**src/rtl/rsi_pkg.sv**
```systemverilog
// Shared definitions for the RSI signal generator: zone and event encodings,
// FSM states, default thresholds and the sample clamp helper.
package rsi_pkg;

    localparam int unsigned DEF_OB_TH   = 70;
    localparam int unsigned DEF_OS_TH   = 30;
    localparam int unsigned DEF_HYST    = 5;
    localparam int unsigned DEF_CONFIRM = 2;
    localparam int unsigned DEF_QDEPTH  = 4;

    localparam int unsigned RSI_MAX = 100;
    localparam int unsigned EVT_W   = 10;

    typedef enum logic [1:0] {
        ZONE_NEUTRAL    = 2'b00,
        ZONE_OVERSOLD   = 2'b01,
        ZONE_OVERBOUGHT = 2'b10
    } zone_e;

    typedef enum logic [1:0] {
        EVT_NONE = 2'b00,
        EVT_BUY  = 2'b01,
        EVT_SELL = 2'b10
    } evt_code_e;

    typedef enum logic [2:0] {
        ST_NEUTRAL,
        ST_OS_PEND,
        ST_OVERSOLD,
        ST_OB_PEND,
        ST_OVERBOUGHT
    } state_e;

    // Queue entry: event code in the upper two bits, triggering sample below.
    typedef struct packed {
        evt_code_e  code;
        logic [7:0] rsi;
    } evt_t;

    // RSI is a percentage; anything above 100 from the engine is saturated.
    function automatic logic [7:0] clamp_rsi(input logic [7:0] raw);
        return (raw > 8'(RSI_MAX)) ? 8'(RSI_MAX) : raw;
    endfunction

endpackage

```
**src/rtl/rsi_evt_queue.sv**
```systemverilog
// Event FIFO with a registered head. A push into an empty queue is visible
// at the head on the same edge; a push while full is dropped (sticky
// overflow) unless the head is popped in that same cycle.
module rsi_evt_queue
    import rsi_pkg::*;
#(
    parameter int unsigned DEPTH = DEF_QDEPTH,
    parameter int unsigned W     = EVT_W
) (
    input  logic         clk,
    input  logic         rst,
    input  logic         push,
    input  logic [W-1:0] push_data,
    input  logic         pop,
    output logic         head_valid,
    output logic [W-1:0] head_data,
    output logic         overflow
);

    localparam int unsigned PW = (DEPTH > 1) ? $clog2(DEPTH) : 1;
    localparam int unsigned CW = $clog2(DEPTH + 1);
    localparam logic [PW-1:0] LAST_PTR = PW'(DEPTH - 1);
    localparam logic [CW-1:0] FULL_CNT = CW'(DEPTH);

    logic [W-1:0]  mem [DEPTH];
    logic [PW-1:0] wr_ptr, rd_ptr, wr_ptr_nxt, rd_ptr_nxt;
    logic [CW-1:0] count, count_nxt;
    logic          full, do_push, do_pop;

    // Accept/reject decisions and next pointer/occupancy values.
    always_comb begin
        full       = (count == FULL_CNT);
        do_pop     = pop && head_valid;
        do_push    = push && (!full || do_pop);
        wr_ptr_nxt = wr_ptr;
        rd_ptr_nxt = rd_ptr;
        count_nxt  = count;
        if (do_push)
            wr_ptr_nxt = (wr_ptr == LAST_PTR) ? '0 : wr_ptr + PW'(1);
        if (do_pop)
            rd_ptr_nxt = (rd_ptr == LAST_PTR) ? '0 : rd_ptr + PW'(1);
        if (do_push && !do_pop)
            count_nxt = count + CW'(1);
        else if (!do_push && do_pop)
            count_nxt = count - CW'(1);
    end

    // Storage write port.
    // NOTE: the payload array carries no reset; occupancy and the head register
    // define what is valid, so resetting the RAM would only add reset fan-out.
    always_ff @(posedge clk) begin
        if (do_push)
            mem[wr_ptr] <= push_data;
    end

    // Pointers, occupancy, sticky overflow and the registered head.
    // NOTE: sequential state uses non-blocking assignments so every register
    // samples the pre-edge values regardless of statement order.
    always_ff @(posedge clk or posedge rst) begin
        if (rst) begin
            wr_ptr     <= '0;
            rd_ptr     <= '0;
            count      <= '0;
            overflow   <= 1'b0;
            head_valid <= 1'b0;
            head_data  <= '0;
        end else begin
            wr_ptr <= wr_ptr_nxt;
            rd_ptr <= rd_ptr_nxt;
            count  <= count_nxt;
            if (push && !do_push)
                overflow <= 1'b1;
            if (count_nxt == '0) begin
                head_valid <= 1'b0;
                head_data  <= '0;
            end else if (do_push && rd_ptr_nxt == wr_ptr) begin
                // The new head is the entry being written on this very edge.
                head_valid <= 1'b1;
                head_data  <= push_data;
            end else begin
                head_valid <= 1'b1;
                head_data  <= mem[rd_ptr_nxt];
            end
        end
    end

endmodule

```
**src/rtl/rsi_signal_gen.sv**
```systemverilog
// RSI zone tracker: clamps incoming RSI samples, confirms zone entries over
// CONFIRM consecutive samples, applies exit hysteresis, and queues BUY/SELL
// events for a ready/valid consumer.
module rsi_signal_gen
    import rsi_pkg::*;
#(
    parameter int unsigned OB_TH   = DEF_OB_TH,
    parameter int unsigned OS_TH   = DEF_OS_TH,
    parameter int unsigned HYST    = DEF_HYST,
    parameter int unsigned CONFIRM = DEF_CONFIRM,
    parameter int unsigned QDEPTH  = DEF_QDEPTH
) (
    input  logic       clk,
    input  logic       rst,
    input  logic [7:0] rsi_in,
    input  logic       rsi_valid,
    output logic       sig_valid,
    input  logic       sig_ready,
    output logic [1:0] sig_code,
    output logic [7:0] sig_rsi,
    output logic [1:0] zone,
    output logic       overflow
);

    localparam logic [7:0] OB_LVL    = 8'(OB_TH);
    localparam logic [7:0] OS_LVL    = 8'(OS_TH);
    localparam logic [7:0] OS_EXIT   = 8'(OS_TH + HYST);
    localparam logic [7:0] OB_EXIT   = 8'(OB_TH - HYST);
    localparam logic [3:0] CONFIRM_C = 4'(CONFIRM);
    localparam bit         ONE_SHOT  = (CONFIRM == 1);

    state_e     state, state_nxt;
    zone_e      zone_q;
    logic [3:0] cnt, cnt_nxt, cnt_inc;
    logic [7:0] sample;
    logic       is_os, is_ob, go_os, go_ob;
    logic       push;
    evt_t       push_evt;
    logic [EVT_W-1:0] head_data;

    // Next-state, pending count and event push for the current sample.
    // NOTE: every variable gets a default at the top so no path leaves one
    // unassigned, which would otherwise infer a latch.
    always_comb begin
        state_nxt     = state;
        cnt_nxt       = cnt;
        push          = 1'b0;
        push_evt.code = EVT_NONE;
        sample        = clamp_rsi(rsi_in);
        push_evt.rsi  = sample;
        is_os         = (sample <= OS_LVL);
        is_ob         = (sample >= OB_LVL);
        cnt_inc       = cnt + 4'd1;
        go_os         = 1'b0;
        go_ob         = 1'b0;
        if (rsi_valid) begin
            case (state)
                ST_NEUTRAL: begin
                    if (is_os)      go_os = 1'b1;
                    else if (is_ob) go_ob = 1'b1;
                end
                ST_OS_PEND: begin
                    if (is_os) begin
                        if (cnt_inc == CONFIRM_C) begin
                            state_nxt     = ST_OVERSOLD;
                            cnt_nxt       = '0;
                            push          = 1'b1;
                            push_evt.code = EVT_BUY;
                        end else begin
                            cnt_nxt = cnt_inc;
                        end
                    end else if (is_ob) begin
                        go_ob = 1'b1;
                    end else begin
                        state_nxt = ST_NEUTRAL;
                        cnt_nxt   = '0;
                    end
                end
                ST_OB_PEND: begin
                    if (is_ob) begin
                        if (cnt_inc == CONFIRM_C) begin
                            state_nxt     = ST_OVERBOUGHT;
                            cnt_nxt       = '0;
                            push          = 1'b1;
                            push_evt.code = EVT_SELL;
                        end else begin
                            cnt_nxt = cnt_inc;
                        end
                    end else if (is_os) begin
                        go_os = 1'b1;
                    end else begin
                        state_nxt = ST_NEUTRAL;
                        cnt_nxt   = '0;
                    end
                end
                ST_OVERSOLD: begin
                    if (is_ob)                  go_ob = 1'b1;
                    else if (sample >= OS_EXIT) state_nxt = ST_NEUTRAL;
                end
                ST_OVERBOUGHT: begin
                    if (is_os)                  go_os = 1'b1;
                    else if (sample <= OB_EXIT) state_nxt = ST_NEUTRAL;
                end
                default: begin
                    state_nxt = ST_NEUTRAL;
                    cnt_nxt   = '0;
                end
            endcase
        end
        // A fresh run toward a zone: confirm immediately when one sample suffices.
        if (go_os) begin
            if (ONE_SHOT) begin
                state_nxt     = ST_OVERSOLD;
                cnt_nxt       = '0;
                push          = 1'b1;
                push_evt.code = EVT_BUY;
            end else begin
                state_nxt = ST_OS_PEND;
                cnt_nxt   = 4'd1;
            end
        end else if (go_ob) begin
            if (ONE_SHOT) begin
                state_nxt     = ST_OVERBOUGHT;
                cnt_nxt       = '0;
                push          = 1'b1;
                push_evt.code = EVT_SELL;
            end else begin
                state_nxt = ST_OB_PEND;
                cnt_nxt   = 4'd1;
            end
        end
    end

    // FSM state, pending count and registered zone output.
    always_ff @(posedge clk or posedge rst) begin
        if (rst) begin
            state  <= ST_NEUTRAL;
            cnt    <= '0;
            zone_q <= ZONE_NEUTRAL;
        end else begin
            state <= state_nxt;
            cnt   <= cnt_nxt;
            case (state_nxt)
                ST_OVERSOLD:   zone_q <= ZONE_OVERSOLD;
                ST_OVERBOUGHT: zone_q <= ZONE_OVERBOUGHT;
                default:       zone_q <= ZONE_NEUTRAL;
            endcase
        end
    end

    rsi_evt_queue #(
        .DEPTH (QDEPTH),
        .W     (EVT_W)
    ) u_queue (
        .clk        (clk),
        .rst        (rst),
        .push       (push),
        .push_data  (push_evt),
        .pop        (sig_ready),
        .head_valid (sig_valid),
        .head_data  (head_data),
        .overflow   (overflow)
    );

    assign zone     = zone_q;
    assign sig_code = head_data[9:8];
    assign sig_rsi  = head_data[7:0];

endmodule

```
**config.mk**
```make
export PLATFORM = sky130hd
export DESIGN_NAME = rsi_signal_gen
export DESIGN_NICKNAME = d
export VERILOG_FILES = /design/src/rtl/rsi_pkg.sv /design/src/rtl/rsi_evt_queue.sv /design/src/rtl/rsi_signal_gen.sv
export SDC_FILE = /design/constraint.sdc
export NUM_CORES = 1
export LEC_CHECK = 0
export ABC_CLOCK_PERIOD_IN_PS = 5700
export CORE_AREA = 2 2 79 81
export DETAILED_ROUTE_END_ITERATION = 12
export DIE_AREA = 0 0 81 83
export GPL_TIMING_DRIVEN = 0
export HOLD_SLACK_MARGIN = 0.1
export MAX_ROUTING_LAYER = met4
export PLACE_DENSITY_LB_ADDON = 0.1
export SKIP_CTS_REPAIR_TIMING = 1
export SLEW_MARGIN = 40
export SYNTH_ARGS = -nofsm -noshare
export SYNTH_HDL_FRONTEND = slang
export SYNTH_SLANG_ARGS = --single-unit
```
**constraint.sdc**
```tcl
create_clock -name clk -period 5.7 [get_ports clk]
set_input_delay 1.14 -clock clk [delete_from_list [all_inputs] [get_ports clk]]
set_output_delay 1.14 -clock clk [all_outputs]
set_load 0.01 [all_outputs]
```
==> flow_metrics.env, run 1 <==
export IMPL_fin_nets=338
export IMPL_synthDistinctLibCells=61
export IMPL_crit_arrival_ns=3.57
export IMPL_rsz0062_at_grt="false"
export IMPL_intPower_mw=1.24
export IMPL_cp_required_ns=5.68
export IMPL_cts_buffers=9
export IMPL_seq_area_frac_synth=0.558
export IMPL_firstDrtPassIters=4
export IMPL_die_area_um2=6720
export IMPL_h_tree_depth=3
export IMPL_drv_cap=0
export IMPL_ant_nets=0
export IMPL_insertedDiodeCount=0
export IMPL_clk_path_buf_depth=2
export IMPL_min_period_ns=3.59
export IMPL_final_setup_tns_ns=0
export IMPL_clock_latency_ns=0.35
export IMPL_grt_overflow=0
export IMPL_syn_inst=277
export IMPL_power_frac_seq=0.358
export IMPL_clock_sinks=68
export IMPL_antenna_found_initial=0
export IMPL_period_share=0.630
export IMPL_grt_pass1_vias=2235
export IMPL_hp_class="register to register"
export IMPL_ys_warn_count=0
export IMPL_vdd_drop_max_uv=268
export IMPL_p_leak_nw=1.60
export IMPL_cts_clk_slew_worst_paths_ns=0.07
export IMPL_track_usage=0.228
export IMPL_hold_viol=0
export IMPL_grt_max_degree=29
export IMPL_synth_seq_cells=68
export IMPL_hpwl_um=4560
export IMPL_tightest_slew_ns=0.740
export IMPL_pwr_share_clk=0.200
export IMPL_synth_flop_cell="edfxtp_1"
export IMPL_gp_congestion=0.833
export IMPL_viasPerCell=5.90
export IMPL_critPathKind="input port to register"
export IMPL_drc=0
export IMPL_initial_core_util=0.586
export IMPL_synth_edf_count=40
export IMPL_min_delay_path_depth=1
export IMPL_cts_tree="done"
export IMPL_setup_violations_final=0
export IMPL_rows=28
export IMPL_pin_count=26
export IMPL_drt_total_wl_um=6810
export IMPL_die_y_um=83
export IMPL_drive_gt1_frac=0.131
export IMPL_fin_util=0.680
export IMPL_drv_slew=0
export IMPL_detailroute_via_count=2337
export IMPL_worstSetupEndpointType="register"
export IMPL_postSynthAreaPerCell_um2=12.3
export IMPL_synth_area_um2=3410
export IMPL_async_flop_share=0.412
export IMPL_start_kind="input port"
export IMPL_maxSlewHeadroom=0.497
export IMPL_core_area_um2=5820
export IMPL_crit_fanout=10
export IMPL_powerDensity_nw_per_um2=490
export IMPL_io_buffers=25
export IMPL_clock_root_buffer="clkbuf_8"
export IMPL_syn_to_final_growth_pct=16.1
export IMPL_run_status="finished clean"
export IMPL_fp_dieW_um=81
export IMPL_drt_iter0_drc=162
export IMPL_grt_pass1_wl_um=11100
export IMPL_clock_skew_ns=0.00892
export IMPL_post_drt_wl_per_cell_um=17.2
export IMPL_worstRegToRegCells=6
export IMPL_p_switching_uw=695
export IMPL_switching_share=0.359
export IMPL_clock_fmax_ghz=0.278
export IMPL_comb_power_share=0.442
## metal layers
metal | global-route usage | vias to the layer above | routed length [um]
li1 | - | 1102 | -
met3 | 0.0533 | 10 | 279
met1 | 0.309 | 1173 | 3170
met4 | 0.0801 | 0 | 117
met5 | - | - | 0
met2 | 0.337 | 52 | 3240
## power by group through the flow
| stage | registers (mW) | logic, mW | clock network (mW) |
|---|---|---|---|
| after floorplan | 0.711 | 0.594 | 0 |
| after global placement | 0.698 | 0.837 | 0 |
| after detailed placement | 0.704 | 0.855 | 0 |
| after CTS | 0.694 | 0.861 | 0.393 |
| after global routing | 0.706 | 0.949 | 0.412 |
| final | 0.694 | 0.856 | 0.387 |
## synth_stat cells (2+ instances only)
library cell   n  share of area
a21boi_0       3         0.0066
a21o_1         4         0.0088
a21oi_1        8          0.012
a2bb2oi_1      2         0.0051
and2_1         5         0.0092
and4_1         2         0.0051
buf_2          2         0.0029
buf_6          2         0.0066
clkbuf_1       6         0.0066
dfrtp_1       28           0.21
edfxtp_1      40           0.35
ha_1          10          0.037
inv_1         16          0.018
mux2_2         6          0.020
mux2i_1       12          0.035
mux4_2         3          0.020
nand2_1       27          0.030
nand2b_1       5         0.0092
nand3_1        6         0.0088
nor2_1        18          0.020
nor3_1         4         0.0059
o211a_1        6          0.018
o211ai_1       3         0.0066
o21a_1         6          0.013
o21ai_0       10          0.015
o22ai_1        3         0.0055
o311ai_0       3         0.0077
o31ai_1        2         0.0044
xnor2_1        3         0.0077
## stage by stage
stage / setup WS [ns] / std cells / power (mW) / hold WS, ns / instance area, um2
after floorplan: 2.65 / 280 / 1.30 / 0.467 / 3420
after global placement: 1.82 / 380 / 1.54 / 0.456 / 3760
after detailed placement: 1.78 / 380 / 1.56 / 0.460 / 3760
after CTS: 2.14 / 396 / 1.95 / 0.476 / 3960
after global routing: 1.98 / 396 / 2.07 / 0.498 / 3960
final: 2.11 / 396 / 1.94 / 0.474 / 3960
## state kept, by name, indices dropped and copies added (netlist names), 2 cells and up
register / cells
u_queue.head_data: 10
cnt: 4
u_queue.mem: 40
u_queue.wr_ptr: 2
zone: 2
u_queue.rd_ptr: 2
u_queue.count: 3
state: 3
## path summary, 6_finish.rpt
kind                                         to              from  slack, ns
min                            u_queue.overflow  u_queue.overflow       0.47
max reg2reg                   u_queue.mem[1][9]            cnt[0]       2.70
max in group asynchronous  u_queue.head_data[0]               rst       4.09
min reg2reg                    u_queue.overflow  u_queue.overflow       0.47
max                           u_queue.mem[1][9]         rsi_in[7]       2.11
min in group asynchronous  u_queue.head_data[3]               rst       1.20
## critical path: stages
cell and delay (ns):
clkdlybuf4s50_1 0.48, or3_4 0.44, a211oi_4 0.31, o211ai_4 0.17
a21oi_1 0.43, and2_1 0.60
## area by class of cell
cell class                      count  area [um2]
Fill cell                         477        1860
Sequential cell                    68        1900
Clock buffer                       10         128
Timing Repair Buffer               25         250
Inverter                           16        60.1
Multi-Input combinational cell    186        1400
Clock inverter                      6        65.1
Tap cell                           75        93.8
Buffer                             10        55.1
## logic make-up (layout without fill, tap and decap cells)
logic type / count (synthesis) / in the layout / synth area share
flip-flops: 68 / 68 / 0.558
AND/OR/NAND/NOR: 78 / 78 / 0.113
multiplexers: 24 / 24 / 0.0900
XOR/XNOR: 3 / 3 / 0.00771
adder cells (fa/ha/maj): 10 / 10 / 0.0367
buffers and inverters: 26 / 67 / 0.0338
AO/OA/AOI/OAI: 67 / 67 / 0.159
other: 1 / 4 / 0.00110
## cells in the final DEF (no fill, tap or decap), types with 8 or more instances in the layout
master	n
edfxtp_1	40
dfrtp_1	28
nand2_1	27
clkdlybuf4s50_1	25
nor2_1	18
inv_1	15
mux2i_1	12
o21ai_0	10
ha_1	10
clkbuf_8	9
a21oi_1	8
Note: power is estimated with default switching activity, not from simulation.
==> run 2: changes to the inputs <==
- ABC_CLOCK_PERIOD_IN_PS: 5700 -> 3050
- CORE_AREA: 2 2 79 81 -> 2 2 84 86
- DIE_AREA: 0 0 81 83 -> 0 0 86 88
- clock period: 5.7 -> 3.05 ns (I/O delays scaled with it)
==> run 2 against run 1 <==
Against the previous run: die area is 13% higher; critical path type unchanged; highest routed layer unchanged; core utilization decreased by 7.9 points; total power up 91%; global-route usage is 2.2 points lower; final area grew 1.0%.
==> flow_metrics.env, run 2 (same netlist as run 1, synthesis figures left out) <==
export IMPL_fin_nets=338
export IMPL_path_cells="clkdlybuf4s50_1 > and2_1 > buf_2 > mux2i_4 > buf_2 > mux2i_1 > mux2i_1 > mux2_4 > and2_4"
export IMPL_slowest_stage="mux2i_4"
export IMPL_drive_gt1_frac=0.150
export IMPL_drt_total_wl_um=6740
export IMPL_cts_clk_slew_worst_paths_ns=0.08
export IMPL_cts_buffers=9
export IMPL_largest_reg_flops=40
export IMPL_final_common_cell="edfxtp_1"
export IMPL_top_regs="u_queue.mem: 40 flops, u_queue.head_data: 10 flops, cnt: 4 flops"
export IMPL_setup_violations_final=0
export IMPL_clock_latency_ns=0.35
export IMPL_crit_fanout=10
export IMPL_period_share=0.947
export IMPL_syn_to_final_growth_pct=17.3
export IMPL_start_kind="input port"
export IMPL_cts_tree="done"
export IMPL_maxSlewHeadroom=0.498
export IMPL_drc=0
export IMPL_clock_root_buffer="clkbuf_8"
export IMPL_die_y_um=88
export IMPL_fp_dieW_um=86
export IMPL_io_buffers=25
export IMPL_viasPerCell=5.71
export IMPL_min_period_ns=2.89
export IMPL_cp_required_ns=3.30
export IMPL_rsz0062_at_grt="false"
export IMPL_die_area_um2=7570
export IMPL_hold_ws_ns=0.488
export IMPL_gp_congestion=0.869
export IMPL_track_usage=0.205
export IMPL_worstSetupEndpointType="register"
export IMPL_hp_class="register to register"
export IMPL_powerDensity_nw_per_um2=925
export IMPL_tightest_slew_ns=0.739
export IMPL_clock_skew_ns=0.00955
export IMPL_dp_slack_ns=-0.372
export IMPL_critPathKind="input port to register"
export IMPL_crit_arrival_ns=3.13
export IMPL_min_delay_path_depth=1
export IMPL_clk_path_buf_depth=2
export IMPL_antenna_found_initial=0
export IMPL_rows=30
export IMPL_post_drt_wl_per_cell_um=16.8
export IMPL_grt_pass1_wl_um=11200
export IMPL_clock_sinks=68
export IMPL_h_tree_depth=3
export IMPL_drv_cap=0
export IMPL_core_area_um2=6640
export IMPL_detailroute_via_count=2291
export IMPL_firstDrtPassIters=4
export IMPL_vdd_drop_max_uv=336
export IMPL_final_cell_mix="edfxtp_1, dfrtp_1, nand2_1, clkdlybuf4s50_1, nor2_1"
export IMPL_worstRegToRegCells=9
export IMPL_clock_fmax_ghz=0.346
export IMPL_insertedDiodeCount=0
export IMPL_grt_overflow=0
export IMPL_p_leak_nw=1.60
export IMPL_drv_slew=0
export IMPL_hpwl_um=4570
export IMPL_pin_count=26
export IMPL_run_status="finished clean"
export IMPL_initial_core_util=0.513
export IMPL_ant_nets=0
export IMPL_grt_pass1_vias=2222
export IMPL_hold_viol=0
export IMPL_setup_ws_ns=0.162
export IMPL_grt_max_degree=29
export IMPL_top_register="u_queue.mem"
export IMPL_drt_iter0_drc=83
export IMPL_slowest_delay_ns=0.52
-- run 2: final timing paths --
check                                             to  slack, ns             start
worst max-delay path            u_queue.head_data[2]       0.16         sig_ready
worst min-delay path                u_queue.overflow       0.49  u_queue.overflow
worst max register to register  u_queue.head_data[8]       0.26            cnt[0]
worst min register to register      u_queue.overflow       0.49  u_queue.overflow
max in group asynchronous       u_queue.head_data[8]       1.97               rst
min in group asynchronous           u_queue.count[2]       0.67               rst
-- run 2: report_power, final --
group | internal (mW) | switching, mW | leakage [nW]
registers | 1.17 | 0.124 | 0.708
logic | 0.780 | 0.821 | 0.797
clock network | 0.460 | 0.346 | 0.0947
-- run 2: worst max-delay path: cells and delay by family --
family / cells / cell delay (ns)
buf+inv: 3 / 1.06
mux: 4 / 1.17
simple gates: 2 / 0.27
-- run 2: routing by layer --
layer / up-vias / GRT usage / part of all wire
met2: 53 / 0.322 / 0.48
met3: 9 / 0.0311 / 0.039
met4: 0 / 0.0996 / 0.019
li1: 1104 / - / -
met1: 1125 / 0.262 / 0.46
met5: - / - / 0
-- run 2: through the flow --
| step | power [mW] | instance area (um2) | setup TNS [ns] | utilization | std cells |
|---|---|---|---|---|---|
| after global placement | 2.88 | 3770 | -13.96 | 0.567 | 385 |
| after floorplan | 2.44 | 3420 | 0 | - | 280 |
| after global routing | 3.97 | 4000 | 0 | 0.602 | 401 |
| after detailed placement | 2.91 | 3770 | -15.27 | 0.567 | 385 |
| final | 3.70 | 4000 | 0 | 0.602 | 401 |
| after CTS | 3.72 | 3990 | -0.0990 | 0.600 | 401 |
-- run 2: area by class of cell --
| cell class | instances | area [um2] |
|---|---|---|
| plain buffers | 10 | 56.3 |
| fillers | 549 | 2650 |
| well taps | 80 | 100 |
| clock buffers | 10 | 128 |
| multi-input cells | 186 | 1410 |
| flip-flops and latches | 68 | 1900 |
| repair buffers | 25 | 250 |
| clock inverters | 6 | 90.1 |
| inverters | 16 | 60.1 |
